**config.mk**
```make
export PLATFORM = sky130hd
export DESIGN_NAME = perf_counter_unit_flat
export DESIGN_NICKNAME = d
export VERILOG_FILES = /design/src/rtl/perf_counter_unit_if.sv /design/src/rtl/perf_counter_unit.sv /design/src/flat_wrapper.sv
export SDC_FILE = /design/constraint.sdc
export NUM_CORES = 1
export LEC_CHECK = 0
export BUFFER_PORTS_ARGS = -buffer_cell sky130_fd_sc_hd__buf_2
export CELL_PAD_IN_SITES_DETAIL_PLACEMENT = 0
export CELL_PAD_IN_SITES_GLOBAL_PLACEMENT = 2
export CORE_MARGIN = 5
export CORE_UTILIZATION = 43
export DETAILED_ROUTE_END_ITERATION = 10
export HOLD_SLACK_MARGIN = 0.08
export PLACE_DENSITY_LB_ADDON = 0.05
export SLEW_MARGIN = 20
export SYNTH_ARGS = -nofsm -noshare
export SYNTH_HDL_FRONTEND = slang
export SYNTH_SLANG_ARGS = --single-unit
```
**constraint.sdc**
```tcl
create_clock -name clk -period 17.44 [get_ports clk]
set_clock_uncertainty 0.2 [all_clocks]
set_input_delay 3.488 -clock clk [delete_from_list [all_inputs] [get_ports clk]]
set_output_delay 3.488 -clock clk [all_outputs]
set_load 0.01 [all_outputs]
```
**src/rtl/perf_counter_unit_if.sv**
```systemverilog
// Bundle between the cpu commit/cache strobes, the read port and the monitor.
// The snap strobe exists only when PERF_SNAPSHOT_EN is defined.
interface perf_counter_unit_if #(
  parameter int CNT_W = 32
);
  logic             start;
  logic             clr;
  logic             hlt;
  logic             reg_write;
  logic             mem_write;
  logic             icache_req;
  logic             icache_hit;
  logic             dcache_req;
  logic             dcache_hit;
  logic             rd_en;
  logic [2:0]       rd_sel;
  logic [CNT_W-1:0] rd_data;
  logic             rd_valid;
  logic             busy;
  logic             done;
  logic             timeout;
`ifdef PERF_SNAPSHOT_EN
  logic             snap;
`endif

  modport master (
`ifdef PERF_SNAPSHOT_EN
    output snap,
`endif
    output start, clr, hlt,
    output reg_write, mem_write,
    output icache_req, icache_hit,
    output dcache_req, dcache_hit,
    output rd_en, rd_sel,
    input  rd_data, rd_valid,
    input  busy, done, timeout
  );

  modport slave (
`ifdef PERF_SNAPSHOT_EN
    input  snap,
`endif
    input  start, clr, hlt,
    input  reg_write, mem_write,
    input  icache_req, icache_hit,
    input  dcache_req, dcache_hit,
    input  rd_en, rd_sel,
    output rd_data, rd_valid,
    output busy, done, timeout
  );
endinterface

```
**src/rtl/perf_counter_unit.sv**
```systemverilog
// Cycle/retire/cache statistics monitor with watchdog and registered read port.
// Optional shadow snapshot registers: define PERF_SNAPSHOT_EN.
module perf_counter_unit #(
  parameter int CNT_W       = 32,
  parameter int CYCLE_LIMIT = 100000
) (
  input logic                clk,
  input logic                rst,
  perf_counter_unit_if.slave pcu
);

  typedef enum logic [1:0] {
    S_IDLE    = 2'd0,
    S_RUN     = 2'd1,
    S_HALTED  = 2'd2,
    S_TIMEOUT = 2'd3
  } state_e;

  localparam int               NC      = 6;
  localparam logic [CNT_W-1:0] MAX     = '1;
  localparam logic [CNT_W-1:0] ONE     = CNT_W'(1);
  localparam bit               WD_EN   = (CYCLE_LIMIT != 0);
  localparam logic [31:0]      WD_LAST = 32'(CYCLE_LIMIT - 1);

  state_e           state_q, state_d;
  logic [CNT_W-1:0] cnt_q [NC];
  logic [CNT_W-1:0] cnt_d [NC];
  logic [NC-1:0]    ovf_q, ovf_d;
  logic [NC-1:0]    inc;
  logic             err_q, err_d;
  logic             to_q, to_d;
  logic             wd_hit;
  logic             hit_err;
  logic [CNT_W-1:0] rd_data_q;
  logic             rd_valid_q;
  logic [CNT_W-1:0] rd_mux;
  logic [CNT_W-1:0] status;
  logic [CNT_W-1:0] src [NC];

  assign inc = {
    pcu.dcache_hit & pcu.dcache_req,
    pcu.dcache_req,
    pcu.icache_hit & pcu.icache_req,
    pcu.icache_req,
    pcu.hlt | pcu.reg_write | pcu.mem_write,
    1'b1
  };

  assign hit_err = (pcu.icache_hit & ~pcu.icache_req)
                 | (pcu.dcache_hit & ~pcu.dcache_req);

  // Compare at 32 bits so a limit wider than the counter never fires.
  assign wd_hit = WD_EN && (32'(cnt_q[0]) == WD_LAST);

  always_comb begin
    state_d = state_q;
    cnt_d   = cnt_q;
    ovf_d   = ovf_q;
    err_d   = err_q;
    to_d    = to_q;
    unique case (state_q)
      S_IDLE: begin
        if (pcu.start) state_d = S_RUN;
      end
      S_RUN: begin
        for (int i = 0; i < NC; i++) begin
          if (inc[i]) begin
            if (cnt_q[i] == MAX) ovf_d[i] = 1'b1;
            else cnt_d[i] = cnt_q[i] + ONE;
          end
        end
        if (hit_err) err_d = 1'b1;
        if (pcu.hlt) begin
          state_d = S_HALTED;
        end else if (wd_hit) begin
          state_d = S_TIMEOUT;
          to_d    = 1'b1;
        end
      end
      default: ;
    endcase
    if (pcu.clr) begin
      state_d = S_IDLE;
      for (int i = 0; i < NC; i++) cnt_d[i] = '0;
      ovf_d = '0;
      err_d = 1'b0;
      to_d  = 1'b0;
    end
  end

  always_ff @(posedge clk or posedge rst) begin
    if (rst) begin
      state_q <= S_IDLE;
      for (int i = 0; i < NC; i++) cnt_q[i] <= '0;
      ovf_q   <= '0;
      err_q   <= 1'b0;
      to_q    <= 1'b0;
    end else begin
      state_q <= state_d;
      cnt_q   <= cnt_d;
      ovf_q   <= ovf_d;
      err_q   <= err_d;
      to_q    <= to_d;
    end
  end

`ifdef PERF_SNAPSHOT_EN
  logic [CNT_W-1:0] shd_q [NC];
  logic [CNT_W-1:0] shd_d [NC];
  logic             fin_entry;

  assign fin_entry = (state_q == S_RUN)
                   && (state_d inside {S_HALTED, S_TIMEOUT});

  always_comb begin
    shd_d = shd_q;
    if (pcu.snap) shd_d = cnt_q;
    // Final totals win over a same-edge manual snap.
    if (fin_entry) shd_d = cnt_d;
    if (pcu.clr) begin
      for (int i = 0; i < NC; i++) shd_d[i] = '0;
    end
  end

  always_ff @(posedge clk or posedge rst) begin
    if (rst) begin
      for (int i = 0; i < NC; i++) shd_q[i] <= '0;
    end else begin
      shd_q <= shd_d;
    end
  end

  assign src = shd_q;
`else
  assign src = cnt_q;
`endif

  assign status = CNT_W'({22'd0, ovf_q, err_q, to_q, state_q});

  always_comb begin
    rd_mux = '0;
    case (pcu.rd_sel)
      3'd0:    rd_mux = src[0];
      3'd1:    rd_mux = src[1];
      3'd2:    rd_mux = src[2];
      3'd3:    rd_mux = src[3];
      3'd4:    rd_mux = src[4];
      3'd5:    rd_mux = src[5];
      3'd6:    rd_mux = status;
      default: rd_mux = '0;
    endcase
  end

  always_ff @(posedge clk or posedge rst) begin
    if (rst) begin
      rd_data_q  <= '0;
      rd_valid_q <= 1'b0;
    end else begin
      rd_valid_q <= pcu.rd_en;
      if (pcu.rd_en) rd_data_q <= rd_mux;
    end
  end

  assign pcu.rd_data  = rd_data_q;
  assign pcu.rd_valid = rd_valid_q;
  assign pcu.busy     = (state_q == S_RUN);
  assign pcu.done     = (state_q == S_HALTED);
  assign pcu.timeout  = (state_q == S_TIMEOUT);

endmodule
```
**src/flat_wrapper.sv**
```systemverilog
// flat-port wrapper written by rule: the top's interface ports become plain ports
module perf_counter_unit_flat 
#(
  parameter int CNT_W       = 32,
  parameter int CYCLE_LIMIT = 100000
)
  (clk, rst, pcu_start, pcu_clr, pcu_hlt, pcu_reg_write, pcu_mem_write, pcu_icache_req, pcu_icache_hit, pcu_dcache_req, pcu_dcache_hit, pcu_rd_en, pcu_rd_sel, pcu_rd_data, pcu_rd_valid, pcu_busy, pcu_done, pcu_timeout);
  perf_counter_unit_if #(.CNT_W(CNT_W)) pcu_i ();
  input logic clk;
  input logic rst;
  input wire logic [$bits(pcu_i.start)-1:0] pcu_start;
  input wire logic [$bits(pcu_i.clr)-1:0] pcu_clr;
  input wire logic [$bits(pcu_i.hlt)-1:0] pcu_hlt;
  input wire logic [$bits(pcu_i.reg_write)-1:0] pcu_reg_write;
  input wire logic [$bits(pcu_i.mem_write)-1:0] pcu_mem_write;
  input wire logic [$bits(pcu_i.icache_req)-1:0] pcu_icache_req;
  input wire logic [$bits(pcu_i.icache_hit)-1:0] pcu_icache_hit;
  input wire logic [$bits(pcu_i.dcache_req)-1:0] pcu_dcache_req;
  input wire logic [$bits(pcu_i.dcache_hit)-1:0] pcu_dcache_hit;
  input wire logic [$bits(pcu_i.rd_en)-1:0] pcu_rd_en;
  input wire logic [$bits(pcu_i.rd_sel)-1:0] pcu_rd_sel;
  output wire logic [$bits(pcu_i.rd_data)-1:0] pcu_rd_data;
  output wire logic [$bits(pcu_i.rd_valid)-1:0] pcu_rd_valid;
  output wire logic [$bits(pcu_i.busy)-1:0] pcu_busy;
  output wire logic [$bits(pcu_i.done)-1:0] pcu_done;
  output wire logic [$bits(pcu_i.timeout)-1:0] pcu_timeout;
  assign pcu_i.start = pcu_start;
  assign pcu_i.clr = pcu_clr;
  assign pcu_i.hlt = pcu_hlt;
  assign pcu_i.reg_write = pcu_reg_write;
  assign pcu_i.mem_write = pcu_mem_write;
  assign pcu_i.icache_req = pcu_icache_req;
  assign pcu_i.icache_hit = pcu_icache_hit;
  assign pcu_i.dcache_req = pcu_dcache_req;
  assign pcu_i.dcache_hit = pcu_dcache_hit;
  assign pcu_i.rd_en = pcu_rd_en;
  assign pcu_i.rd_sel = pcu_rd_sel;
  assign pcu_rd_data = pcu_i.rd_data;
  assign pcu_rd_valid = pcu_i.rd_valid;
  assign pcu_busy = pcu_i.busy;
  assign pcu_done = pcu_i.done;
  assign pcu_timeout = pcu_i.timeout;
  perf_counter_unit #(.CNT_W(CNT_W), .CYCLE_LIMIT(CYCLE_LIMIT)) u_core (.clk(clk), .rst(rst), .pcu(pcu_i));
endmodule
```
# ---- Word-level counts from Yosys, hierarchy flattened
# Index checks and enable logic that the tools add are counted.
dict set report totals {
  latch_bits 0
  romBits 0
  ram_bits 0
  out_inout_bits 36
  reg_bits 235
  mem_count 0
  inputBits 15
  elab_cells 128
}
dict set report classes {
  div 0
  magnitude_cmp 0
  mul 0
  shift 0
  eq_ne 25
  add_sub_neg 6
  reduce_logical 32
  mux 39
  n_bitwise 9
}
# operator count
set ops {}
lappend ops {{192-bit two-way mux} 2}
lappend ops {{32-bit two-way mux} 11}
lappend ops {{32-bit one-hot mux with 7 select lines} 1}
lappend ops {{32-bit by 1-bit adder with 32-bit output, second input constant} 6}
lappend ops {{32-bit equality test, second input constant} 6}
lappend ops {{3-bit AND reduction} 12}
lappend ops {{32-bit by 17-bit equality test with 1-bit output, second input constant} 1}
lappend ops {{2-bit nonzero test} 14}
lappend ops {{1-bit two-way mux} 18}
lappend ops {{2-bit inequality test, second input constant} 7}
lappend ops {{6-bit two-way mux} 2}
lappend ops {{3-bit equality test, second input constant} 3}
lappend ops {{2-bit two-way mux} 4}
lappend ops {{3-bit by 2-bit equality test with 1-bit output, second input constant} 2}
lappend ops {{2-bit AND reduction} 3}
lappend ops {{1-bit AND} 4}
lappend ops {{2-bit equality test, second input constant} 2}
lappend ops {{4-bit by 3-bit inequality test with 1-bit output, second input constant} 1}
lappend ops {{2-bit one-hot mux with 2 select lines} 1}
lappend ops {{3-bit by 1-bit equality test with 1-bit output, second input constant} 1}
lappend ops {{3-bit zero test} 1}
lappend ops {{3-bit inequality test, second input constant} 1}
lappend ops {{1-bit bitwise OR} 3}
lappend ops {{3-bit nonzero test} 1}
lappend ops {{other kinds (3)} 4}

# ---- Depth between registers and ports, before layout
dict set report logic_depth {
  word_depth 6
  mapped_depth 9
  ltp_nobuf 6
}

# ---- Least setup slack after synthesis
# No wires, ideal clock.
dict set report synth_timing {
  path_kind {input to register}
  start {input port pcu_rd_sel[2]}
  end {register u_core.rd_data_q[31], in the netlist u_core.pcu.rd_data[31]}
  path_slack_ns 12.098
  path_buffers 2
  cell_stages 6
  arrival_ns 5.059
  setup_time_ns 0.083
  required_time_ns 17.157
  path_cell_list {clkbuf_1 -> nor3b_1 -> clkbuf_1 -> a22oi_1 -> a31o_2 -> o21ai_0}
}
dict set report synth_between {
  elab_chain_cells 2
  word_cells_on_any_way 8
  classes_between {eq/ne: 6; mux: 1; reduce/logical: 1}
}
# item line
set synth_rtl {}
lappend synth_rtl {{start, declared} flat_wrapper.sv:21} ;# input wire logic [$bits(pcu_i.rd_sel)-1:0] pcu_rd_sel;
lappend synth_rtl {{3-bit equality test, or another cell as far along} perf_counter_unit.sv:142} ;# case (pcu.rd_sel)
lappend synth_rtl {{32-bit one-hot mux with 7 select lines *} perf_counter_unit.sv:142}
lappend synth_rtl {{end signal, assigned} perf_counter_unit.sv:160} ;# if (pcu.rd_en) rd_data_q <= rd_mux;
lappend synth_rtl {{end, declared} perf_counter_unit.sv:34} ;# logic [CNT_W-1:0] rd_data_q;
# Every way passes the cells marked *; elsewhere a longest branch is shown, timed or not.
# A chain may end at the register's enable or synchronous reset.

# ---- Worst setup path in the final report
dict set report layout_timing {
  start {input port pcu_clr}
  end {register u_core.cnt_q[179] (netlist bit)}
}
dict set report layout_between {
  elab_chain_cells 2
  word_cells_on_any_way 4
  classes_between {eq/ne: 1; mux: 1; reduce/logical: 2}
}
# item line
set layout_rtl {}
lappend layout_rtl {{start, declared} flat_wrapper.sv:12} ;# input wire logic [$bits(pcu_i.clr)-1:0] pcu_clr;
lappend layout_rtl {{2-bit inequality test (no line) or 2-bit nonzero test (tied branches)} n/a}
lappend layout_rtl {{2-bit AND reduction (no line)} n/a}
lappend layout_rtl {{end signal, assigned} perf_counter_unit.sv:100} ;# cnt_q <= cnt_d;
lappend layout_rtl {{end, declared} perf_counter_unit.sv:26} ;# logic [CNT_W-1:0] cnt_q [NC];
# Parallel ways exist; a longest one is shown, timed or not.

==> metrics.sh <==
STATUS='completed'
SYNTH.YOSYS.WARNINGS=0
WORSTREG2REGEND='u_core.cnt_q[148]'
SYNTH-SEQ-CELLS=235
SYNTH_ENABLE_FLOP_CELLS=0
SETUP.WORST_PATH.END_CLASS='flop'
LAYOUT-AREA-OVERHEAD-VS-SYNTH_PCT=10.7
ASYNC_RESET_FF_SHARE_PCT=100
NUM_ROWS=65
MAXSLEWHEADROOM_PCT=29.9
CRITPATHARRIVALTIME_NS=5.94
CTS_TREE='built'
HOLD-PATH-CELL-COUNT=2
FINAL_CELL_MIX='dfrtp_1, a21oi_1, nand2_1, nor2_1, o21ai_0'
SYNTH_SEQ_AREA_SHARE_PCT=42.4
CTS_MAX_PATH_BUFFERS=3
CRITPATHMAXSTAGEDELAY_NS=0.57
SHARE_SEQ_OF_TOTAL_POWER_PCT=46.0
DIE_W_UM=190
FINAL_MIN_PERIOD_OVER_CLOCK_PERIOD_PCT=32.8
SYNTHFLOPTYPE='dfrtp_1'
CTS_SETUP_BUFFERS=0
DETAIL_ROUTE.DRC_VIOLATIONS=0
WORST-ENDPOINT-REQUIRED_NS=17.67
HPWL_AFTER_DETAILED_PLACEMENT_UM=34000
HOLD_VIOL_FINAL=0
PEAKVDDDROP_mV=0.0685
DETAILROUTE.WIRELENGTH.MET3_UM=2490
POSTSYNTHNETCOUNT=1586
IO_BUFFER_COUNT=50
DR.PASS1.ITERS=5
ROUTED.TOP_LAYER='met5'
FINALNETCOUNT=1589
ROUTABILITYCONGESTION=0.881
START_UTIL_PCT=43.8
ANTENNA_CELLS=0
MAX-CAP-VIOLATIONS=0
ANT_NETS=0
MIN_PATH_TYPE='flop to flop'
FINAL.FILL_COUNT=3074
LAYOUT-DRIVE-GT1-SHARE_PCT=12.6
GRT_FIRST_PASS_WIRELENGTH_UM=74800
STATIC-LEAKAGE-POWER_nW=5.66
POWER_PER_CELL_AREA_mW_PER_MM2=78.1
DIE_Y_UM=190
WORST-SLEW-PIN-TRANSITION_NS=1.04
DRT-TOTAL-WL_UM=48400
POST_SYNTH.CELL_AREA_AVG_UM2=8.87
TIMING_MAX_TRANSITION_VIOLATIONS_FINAL=0
IOS=51
CP_MAX_FO=94
SWITCHING_POWER_OF_THE_NETS_mW=0.294
TIMING.CRITICAL_PATH.FROM_TYPE='primary input'
WL_MET1_UM=22900
DEPTH_OF_THE_WORST_REGISTER_TO_REGISTER_PATH=5
LARGEST_NET_DEGREE_AT_THE_START_OF_GLOBAL_ROUTING=119
SYNTH_CELL_TYPES=73
GRT_PASS1_VIAS=11900
CRITICAL_PATH_BUF_INV_COUNT=2
POWER_SWITCHING_SHARE_PCT=24.5
SETUP_VIOLATIONS=0
MOST_COMMON_CELL_AFTER_LAYOUT_FILL_AND_TAPS_ASIDE='dfrtp_1'
PERIOD_NEEDED_NS=5.71
INITIAL_ANTENNA_VIOLATION_COUNT=3
CLK_PIN_SLEW_NS=0.06
R2R_SLACK_NS=14.24
TIMING.HOLD.WORST.START='u_core.err_q'
MAX_FREQ_MHz=175
GRT_OVERFLOW_TOTAL=0
VIAS=12900
NETLIST_INSTANCES=1565
HTREE_LEVELS=1
CTS_RESIZED=0
WIRE_PER_INST_UM=24.3
TIMING.HOLD.WORST_ENDPOINT='u_core.err_q'
CORE_REGION_AREA_MM2=0.0317
PLACE.DETAILED.INSTANCES=1939
GRT_SETUP_UNREPAIRED='no'
CTS_HOLD_BUFFERS=0
POST_SYNTH_INSTANCE_AREA_MM2=0.0139
CRITICAL-PATH-TOP-DELAY-FAMILY='simple AND/OR/NAND/NOR gates'
TYPE_OF_THE_WORST_SETUP_PATH='primary input to flop'
POWER.COMBINATIONAL.FRACTION_PCT=4.9
DETAIL_ROUTE.ITER0.VIOLATIONS=1126
CLOCK_NETWORK_POWER_SHARE_PCT=49.1
WORST_PATH_MAX_DELAY_CELL='nand3_1'
CLOCK_INSERTION_DELAY_WORST_SKEW_NS=0.55
GROUTE.USAGE.OVERALL_PCT=26.3
REG2REG_FROM='u_core.state_q[0]'
INSTANCES_NO_FILL=1992
FIN_SETUP_TNS_NS=0
FP.DIEAREA_MM2=0.0360
POST-ROUTE-UTIL_PCT=48.4
CLOCK-ROOT-BUFFER='clkbuf_16'
INTERNAL_POWER_mW=0.907
MET2_WIRELENGTH_UM=21800
VIAS_PER_CELL=6.49
CRITICAL_PATH.CELL_CHAIN='buf_6, inv_1, nand2_1, nand3_1, nor4b_1, mux2_2'
CTS.SINK_COUNT=235
CTS-BUFFERS-INSERTED=29
==> power by group through the flow <==
stage               sequential [mW]  clock (mW)  combinational, mW
floorplan                     0.560           0             0.0379
global route                  0.552       0.626             0.0656
global placement              0.562           0             0.0590
CTS                           0.552       0.603             0.0599
detailed placement            0.562           0             0.0598
finish                        0.552       0.589             0.0590
==> kinds of logic after synthesis <==
group                    after synthesis  synth area share [%]
AND/OR/NAND/NOR                      638                  26.1
XOR/XNOR                              30                  1.89
flip-flops                           235                  42.4
buffers and inverters                166                  4.76
AO/OA/AOI/OAI                        447                  20.8
adder cells (fa/ha/maj)                6                 0.541
multiplexers                          43                  3.47
==> area by class of cell <==
type / count / area [um2] / share of cell area [%]
clock buffers: 46 / 890 / 5.79
clock inverters: 7 / 38.8 / 0.253
inverters: 66 / 255 / 1.66
multi-input cells: 1164 / 7370 / 48.0
flip-flops and latches: 235 / 5880 / 38.3
well taps: 402 / 503 / 3.27
repair buffers: 72 / 422 / 2.75
==> worst max-delay path by stage <==
stage	startpoint	to	cells after the start
final	pcu_clr	u_core.cnt_q[179]	6
after global routing	rst	u_core.cnt_q[81]	4
after global placement	rst	u_core.cnt_q[6]	4
after floorplan	rst	u_core.cnt_q[0]	1
after CTS	rst	u_core.cnt_q[144]	4
after detailed placement	rst	u_core.cnt_q[80]	4
==> cell usage after synthesis, drive strengths merged (4+ instances only) <==
cell type    n  area share [%]
o21ai       84             3.0
a2111oi      6            0.43
a221oi       8            0.50
xnor2       22             1.4
nor2       105             2.8
buf         19            0.78
o311ai       4            0.25
and4        23             1.5
mux2        28             2.3
a211oi       6            0.32
and3        15            0.68
o211ai       9            0.49
clkbuf      81             2.2
or3         68             3.1
nor4        30             1.4
a31oi        4            0.18
dfrtp      235              42
nand2      105             2.8
nor3        33             1.3
or4         59             3.2
o31ai       56             3.1
o41ai        9            0.68
o22ai       17            0.77
nand3       64             2.3
mux2i       14             1.0
or2          9            0.41
a31o        19             1.2
nor4b        6            0.47
nand4       60             3.0
a21oi      134             4.8
and2        10            0.45
nor2b       25             1.1
xor2         8            0.50
inv         66             1.8
a22oi       74             4.0
nand4b       7            0.44
nor3b        5            0.31
ha           6            0.54
==> routing by layer <==
| layer | vias to the layer above | global-route usage, % |
|---|---|---|
| met3 | 75 | 3.28 |
| met2 | 408 | 41.1 |
| met1 | 6473 | 39.4 |
| li1 | 5976 | - |
| met4 | 6 | 5.59 |
| met5 | - | 0 |
==> flip-flops by register name, summed over array words and instances (netlist names) <==
signal,count
u_core.pcu.rd_valid,1
u_core.cnt_q,192
u_core.pcu.rd_data,32
u_core.state_q,2
u_core.ovf_q,6
u_core.to_q,1
u_core.err_q,1
==> per-stage QoR <==
stage	power [mW]	worst slack [ns]	cell area [um2]	hold slack [ns]
3_5_place_dp	0.622	11.18	14400	0.301
6_report	1.20	11.73	15400	0.315
2_1_floorplan	0.598	7.31	13900	0.262
5_1_grt	1.24	11.51	15400	0.346
4_1_cts	1.21	11.78	15400	0.316
3_3_place_gp	0.621	11.24	14400	0.294
==> worst reg2reg max path, cell delays in order, from the launching register on <==
cell       delay (ns)
dfrtp_1          0.63
nand2b_1         0.32
nor4b_2          0.62
o2111ai_1        0.61
or4_1            0.60
a21oi_1          0.14
No activity file was read; power rests on OpenSTA's default activity.
